$ cat config.mk
export PLATFORM = sky130hd
export DESIGN_NAME = carrier_nco
export DESIGN_NICKNAME = d
export VERILOG_FILES = /design/src/rtl/carrier_nco_pkg.sv /design/src/rtl/carrier_nco_lut.sv /design/src/rtl/carrier_nco.sv
export SDC_FILE = /design/constraint.sdc
export NUM_CORES = 1
export LEC_CHECK = 0
export BUFFER_PORTS_ARGS = -buffer_cell sky130_fd_sc_hd__buf_2
export CORE_ASPECT_RATIO = 2
export CORE_MARGIN = 2
export CORE_UTILIZATION = 54
export DETAILED_ROUTE_END_ITERATION = 7
export HOLD_SLACK_MARGIN = 0.1
export PLACE_DENSITY = 0.76
export RECOVER_POWER = 25
export SYNTH_ARGS = -nofsm -noshare
export SYNTH_HDL_FRONTEND = slang
export SYNTH_HIERARCHICAL = 1
export SYNTH_SLANG_ARGS = --single-unit
export TNS_END_PERCENT = 1
$ cat constraint.sdc
create_clock -name clk -period 5.9 [get_ports clk]
set_input_delay 1.18 -clock clk [delete_from_list [all_inputs] [get_ports clk]]
set_output_delay 1.18 -clock clk [all_outputs]
set_load 0.05 [all_outputs]
$ cat src/rtl/carrier_nco_pkg.sv
// Shared constants and level encoding for the carrier NCO.
package carrier_nco_pkg;

  localparam int ACC_W = 30;
  localparam int FC_W  = 29;
  localparam int CYC_W = 22;
  localparam int PH_W  = 10;

  // Two-bit sign/magnitude replica level, {sign, mag}.
  typedef enum logic [1:0] {
    LVL_POS1 = 2'b00,
    LVL_POS2 = 2'b01,
    LVL_NEG1 = 2'b10,
    LVL_NEG2 = 2'b11
  } level_t;

endpackage

$ cat src/rtl/carrier_nco_lut.sv
// Maps the 3-bit phase key (45-degree sectors) onto cosine (I) and sine (Q)
// sign/magnitude replica levels.
module carrier_nco_lut
  import carrier_nco_pkg::*;
(
  input  logic [2:0] phase_key,
  output logic       i_sign,
  output logic       i_mag,
  output logic       q_sign,
  output logic       q_mag
);

  level_t i_lvl;
  level_t q_lvl;

  // Sector table: I follows cosine, Q follows sine, both quantised to +/-1, +/-2.
  always_comb begin
    i_lvl = LVL_POS2;
    q_lvl = LVL_POS1;
    case (phase_key)
      3'd0: begin i_lvl = LVL_POS2; q_lvl = LVL_POS1; end
      3'd1: begin i_lvl = LVL_POS1; q_lvl = LVL_POS2; end
      3'd2: begin i_lvl = LVL_NEG1; q_lvl = LVL_POS2; end
      3'd3: begin i_lvl = LVL_NEG2; q_lvl = LVL_POS1; end
      3'd4: begin i_lvl = LVL_NEG2; q_lvl = LVL_NEG1; end
      3'd5: begin i_lvl = LVL_NEG1; q_lvl = LVL_NEG2; end
      3'd6: begin i_lvl = LVL_POS1; q_lvl = LVL_NEG2; end
      3'd7: begin i_lvl = LVL_POS2; q_lvl = LVL_NEG1; end
      default: begin i_lvl = LVL_POS2; q_lvl = LVL_POS1; end
    endcase
  end

  assign {i_sign, i_mag} = i_lvl;
  assign {q_sign, q_mag} = q_lvl;

endmodule

$ cat src/rtl/carrier_nco.sv
// Carrier NCO for one correlator channel: phase accumulator, full-cycle
// counter with TIC-latched readout, and 2-bit I/Q carrier replicas.
module carrier_nco
  import carrier_nco_pkg::*;
(
  input  logic                   clk,
  input  logic                   rstn,
  input  logic                   tic_enable,
  input  logic [FC_W-1:0]        f_control,
  output logic [CYC_W+PH_W-1:0]  carrier_val,
  output logic                   i_sign,
  output logic                   i_mag,
  output logic                   q_sign,
  output logic                   q_mag
);

  logic [ACC_W-1:0] accum;
  logic [CYC_W-1:0] cycle_count;
  logic [ACC_W:0]   sum;
  logic             carry;

  // Zero-extended frequency word added to the current phase; bit ACC_W is the wrap.
  assign sum   = {1'b0, accum} + {{(ACC_W + 1 - FC_W){1'b0}}, f_control};
  assign carry = sum[ACC_W];

  // Phase accumulator advances by the frequency word every clock.
  always_ff @(posedge clk or negedge rstn) begin
    if (!rstn) begin
      accum <= '0;
    end else begin
      accum <= sum[ACC_W-1:0];
    end
  end

  // Count carrier cycles; on TIC latch count+phase and restart with this edge's carry.
  always_ff @(posedge clk or negedge rstn) begin
    if (!rstn) begin
      cycle_count <= '0;
      carrier_val <= '0;
    end else if (tic_enable) begin
      carrier_val <= {cycle_count, accum[ACC_W-1 -: PH_W]};
      cycle_count <= {{(CYC_W - 1){1'b0}}, carry};
    end else begin
      cycle_count <= cycle_count + {{(CYC_W - 1){1'b0}}, carry};
    end
  end

  carrier_nco_lut u_lut (
    .phase_key (accum[ACC_W-1 -: 3]),
    .i_sign    (i_sign),
    .i_mag     (i_mag),
    .q_sign    (q_sign),
    .q_mag     (q_mag)
  );

endmodule

==> metrics <==
result of the run=finished, violations left; violated checks=capacitance limit, slew limit; drt via density=5.86; final setup vio count=0; Iteration-0 DRC Markers=265; setup tns final=0 ns; placer congestion estimate=0.941; Primary FF master, synth=sky130_fd_sc_hd__dfrtp_1; final number of hold-violating endpoints=0; clock group share of total power=19.3%; clock-pin slew on the worst setup and hold paths=0.06 ns; Post-Synthesis Cell Area=4840 µm²; area of the core=8650 µm²; net switching power figure=1.33 mW; final layout net count=597; Worst Tran Pin Value=2.06 ns; DP Wirelength=8200 µm; # clock sinks=84; register bit count reported by yosys=84; EDFF count, synth=0; post-synthesis cell type count=58; clock buffer count from CTS=9; Worst-Skew Late Latency=0.34 ns; class of the tightest hold or removal check=reg2reg; remaining routing DRC violations=0; maximum root-to-sink buffer count=2; Crit Path Category=in2reg; synthesized netlist net count=537; die outline area=9770 µm²; Total GRT Usage=23.5%; initial antenna violation count=0; VDD IR max=0.266 mV; Port-buffer cells=67; CTS tree=done; number of levels the H-tree was split into=3; RSZ-0062 raised after global routing=false; leakage component of the power=2.64 nW; horizontal extent of the die=70.9 µm; Critical Path AT=4.51 ns; detailed-route wire length per cell=17.0 µm; fraction of final layout cells sized beyond drive strength 1=24.8%; number of cells in the finished layout apart from fillers=637; proportion of register bits with asynchronous set or reset after synthesis=100%; Final Routed Wirelength=10800 µm; Max Cap Viol=1; P&R area growth vs syn=13.8%; total power divided by cell area=545 nW/µm²; Power, Total=3.00 mW; startpoint kind of the worst setup timing path=input port; setup slack of the critical path after layout=1.56 ns; upper clock frequency limit=231 MHz; iteration count of the initial detailed-routing pass=6; PostCTS Resize Cnt=0; total via count in the routed design=3731; required time at the endpoint of the critical path=6.07 ns; antenna viol nets, final=0; remaining global-route overflow=0; mean instance size in the synthesized netlist=10.2 µm²; vias in the first global route=3887; Hold Buf Count CTS=0; floorplan row count=48; starting utilization of the core area=55.9%; Final Slew Violations=85; Clock Root Buffer=sky130_fd_sc_hd__clkbuf_16; fraction of power consumed by combinational cells=53.1%; part of the power in registers=27.6%; number of placed instances, taps included=621; number of top-level pins=68; first-pass GRT wire length=18000 µm; Worst Path Max Fanout=5; final cycle utilization of the critical path=73.5%; fraction of power spent switching nets=44.2%; maximum number of pins on one net before global-route repair=85; setup repair bufs after CTS=0; overall die height=138 µm; dpl ws=1.20 ns; relative slew slack=-37.5%; proportion of synthesized chip area in sequential cells=43.5%; ANT cells=0; setup clock skew after layout=0.00670 ns; critical path endpoint category=flop; final worst path period need=4.34 ns; cells after synthesis=472; internal portion of total power=1.67 mW; Syn. warnings=6
-- placed cells by master (no fill, tap or decap), drive strengths merged, types with 2 or more instances in the layout --
cell	n
nand3	18
nand4	12
ha	32
o21ai	22
xnor2	26
a31oi	4
clkbuf	12
a21o	8
a2111oi	2
o211ai	4
nand2b	3
a21boi	2
clkinv	3
mux2	32
dfrtp	84
buf	66
o31ai	2
xor2	23
nor2b	5
nor3	9
a21oi	32
and3	8
o21bai	5
nand2	33
o2111ai	2
nor2	49
a211oi	4
inv	14
or3	3
and4	2
-- flip-flops by register name (all words and copies together), names as in the netlist --
register / cells
cycle_count: 22
carrier_val: 32
accum: 30
-- per-layer routing --
layer,up-vias,global-route usage [%],part of all wire [%]
li1,1800,-,-
met1,1792,24.2,35
met2,102,43.8,56
met3,37,3.66,3.0
met4,0,14.2,5.5
met5,-,0,0
-- cells in the mapped netlist (4+ instances only) --
library cell / n / area [µm²]
sky130_fd_sc_hd__dfrtp_1: 84 / 2100
sky130_fd_sc_hd__nor2_1: 49 / 184
sky130_fd_sc_hd__nand2_1: 33 / 124
sky130_fd_sc_hd__ha_1: 32 / 400
sky130_fd_sc_hd__mux2_2: 32 / 360
sky130_fd_sc_hd__a21oi_1: 29 / 145
sky130_fd_sc_hd__xnor2_1: 26 / 228
sky130_fd_sc_hd__xor2_1: 23 / 201
sky130_fd_sc_hd__nand3_1: 18 / 90.1
sky130_fd_sc_hd__o21ai_0: 18 / 90.1
sky130_fd_sc_hd__inv_1: 13 / 48.8
sky130_fd_sc_hd__nand4_1: 12 / 75.1
sky130_fd_sc_hd__nor3_1: 9 / 45.0
sky130_fd_sc_hd__a21o_1: 7 / 52.6
sky130_fd_sc_hd__and3_1: 6 / 37.5
sky130_fd_sc_hd__buf_2: 6 / 30.0
sky130_fd_sc_hd__clkbuf_1: 5 / 18.8
sky130_fd_sc_hd__nor2b_1: 5 / 31.3
sky130_fd_sc_hd__a31oi_1: 4 / 25.0
sky130_fd_sc_hd__o211ai_1: 4 / 30.0
sky130_fd_sc_hd__o21bai_1: 4 / 30.0
-- power groups by stage --
| stage | combinational, mW | sequential [mW] | clock, mW |
|---|---|---|---|
| 6_report | 1.59 | 0.828 | 0.578 |
| 5_1_grt | 1.74 | 0.844 | 0.611 |
| 4_1_cts | 1.59 | 0.830 | 0.589 |
| 3_5_place_dp | 1.57 | 0.840 | 0 |
| 3_3_place_gp | 1.53 | 0.829 | 0 |
| 2_1_floorplan | 1.12 | 0.954 | 0 |
-- layout make-up --
| class | instances | area (µm²) |
|---|---|---|
| Inverter | 13 | 48.8 |
| Clock buffer | 11 | 253 |
| Multi-Input combinational cell | 357 | 2580 |
| Sequential cell | 84 | 2100 |
| Timing Repair Buffer | 67 | 335 |
| Clock inverter | 5 | 57.6 |
| Tap cell | 100 | 125 |
| Fill cell | 745 | 3140 |
-- cell families (layout without fill, tap and decap cells) --
group	count (synthesis)	in the layout	share of synthesized area, %
and+or+nand+nor	147	147	14.6
buffers and inverters	31	96	3.10
xor gates and xnor gates	49	49	8.87
AOI/OAI and AO/OA	96	96	13.8
adders and majority gates	33	33	8.69
DFF	84	84	43.5
muxes	32	32	7.45
-- final timing paths --
| kind | endpoint | slack (ns) | depth (start not counted) | start |
|---|---|---|---|---|
| worst max register to register | cycle_count[16]$_DFF_PN0_ | 2.16 | 16 | accum[0]$_DFF_PN0_ |
| worst max-delay path | cycle_count[16]$_DFF_PN0_ | 1.56 | 17 | f_control[0] |
| max in group asynchronous | accum[23]$_DFF_PN0_ | 3.25 | 1 | rstn |
| worst min-delay path | accum[0]$_DFF_PN0_ | 0.48 | 1 | accum[0]$_DFF_PN0_ |
| min in group asynchronous | carrier_val[9]$_DFFE_PN0P_ | 1.44 | 1 | rstn |
| worst min register to register | accum[0]$_DFF_PN0_ | 0.48 | 1 | accum[0]$_DFF_PN0_ |
-- through the flow --
stage                     hold slack, ns  utilization, %  instance area (µm²)
after global routing               0.485            63.7                 5510
final                              0.476            63.7                 5510
after floorplan                    0.443               -                 4840
after detailed placement           0.468            60.1                 5200
after global placement             0.454            60.1                 5200
after CTS                          0.483            63.7                 5510
-- worst max-delay path, stage by stage --
cell and delay, ns:
sky130_fd_sc_hd__buf_2 0.08, sky130_fd_sc_hd__ha_1 0.16, sky130_fd_sc_hd__inv_1 0.05, sky130_fd_sc_hd__fa_1 0.39
sky130_fd_sc_hd__nand2b_1 0.18, sky130_fd_sc_hd__a21oi_1 0.29, sky130_fd_sc_hd__o21ai_2 0.16, sky130_fd_sc_hd__o21bai_2 0.26
sky130_fd_sc_hd__a41oi_2 0.20, sky130_fd_sc_hd__o21ai_0 0.21, sky130_fd_sc_hd__ha_1 0.26, sky130_fd_sc_hd__ha_1 0.24
sky130_fd_sc_hd__nand2_1 0.12, sky130_fd_sc_hd__nor3_1 0.34, sky130_fd_sc_hd__nand3_1 0.14, sky130_fd_sc_hd__xor2_1 0.18
sky130_fd_sc_hd__nor2_1 0.06
Power figures use the tool's default switching activity.
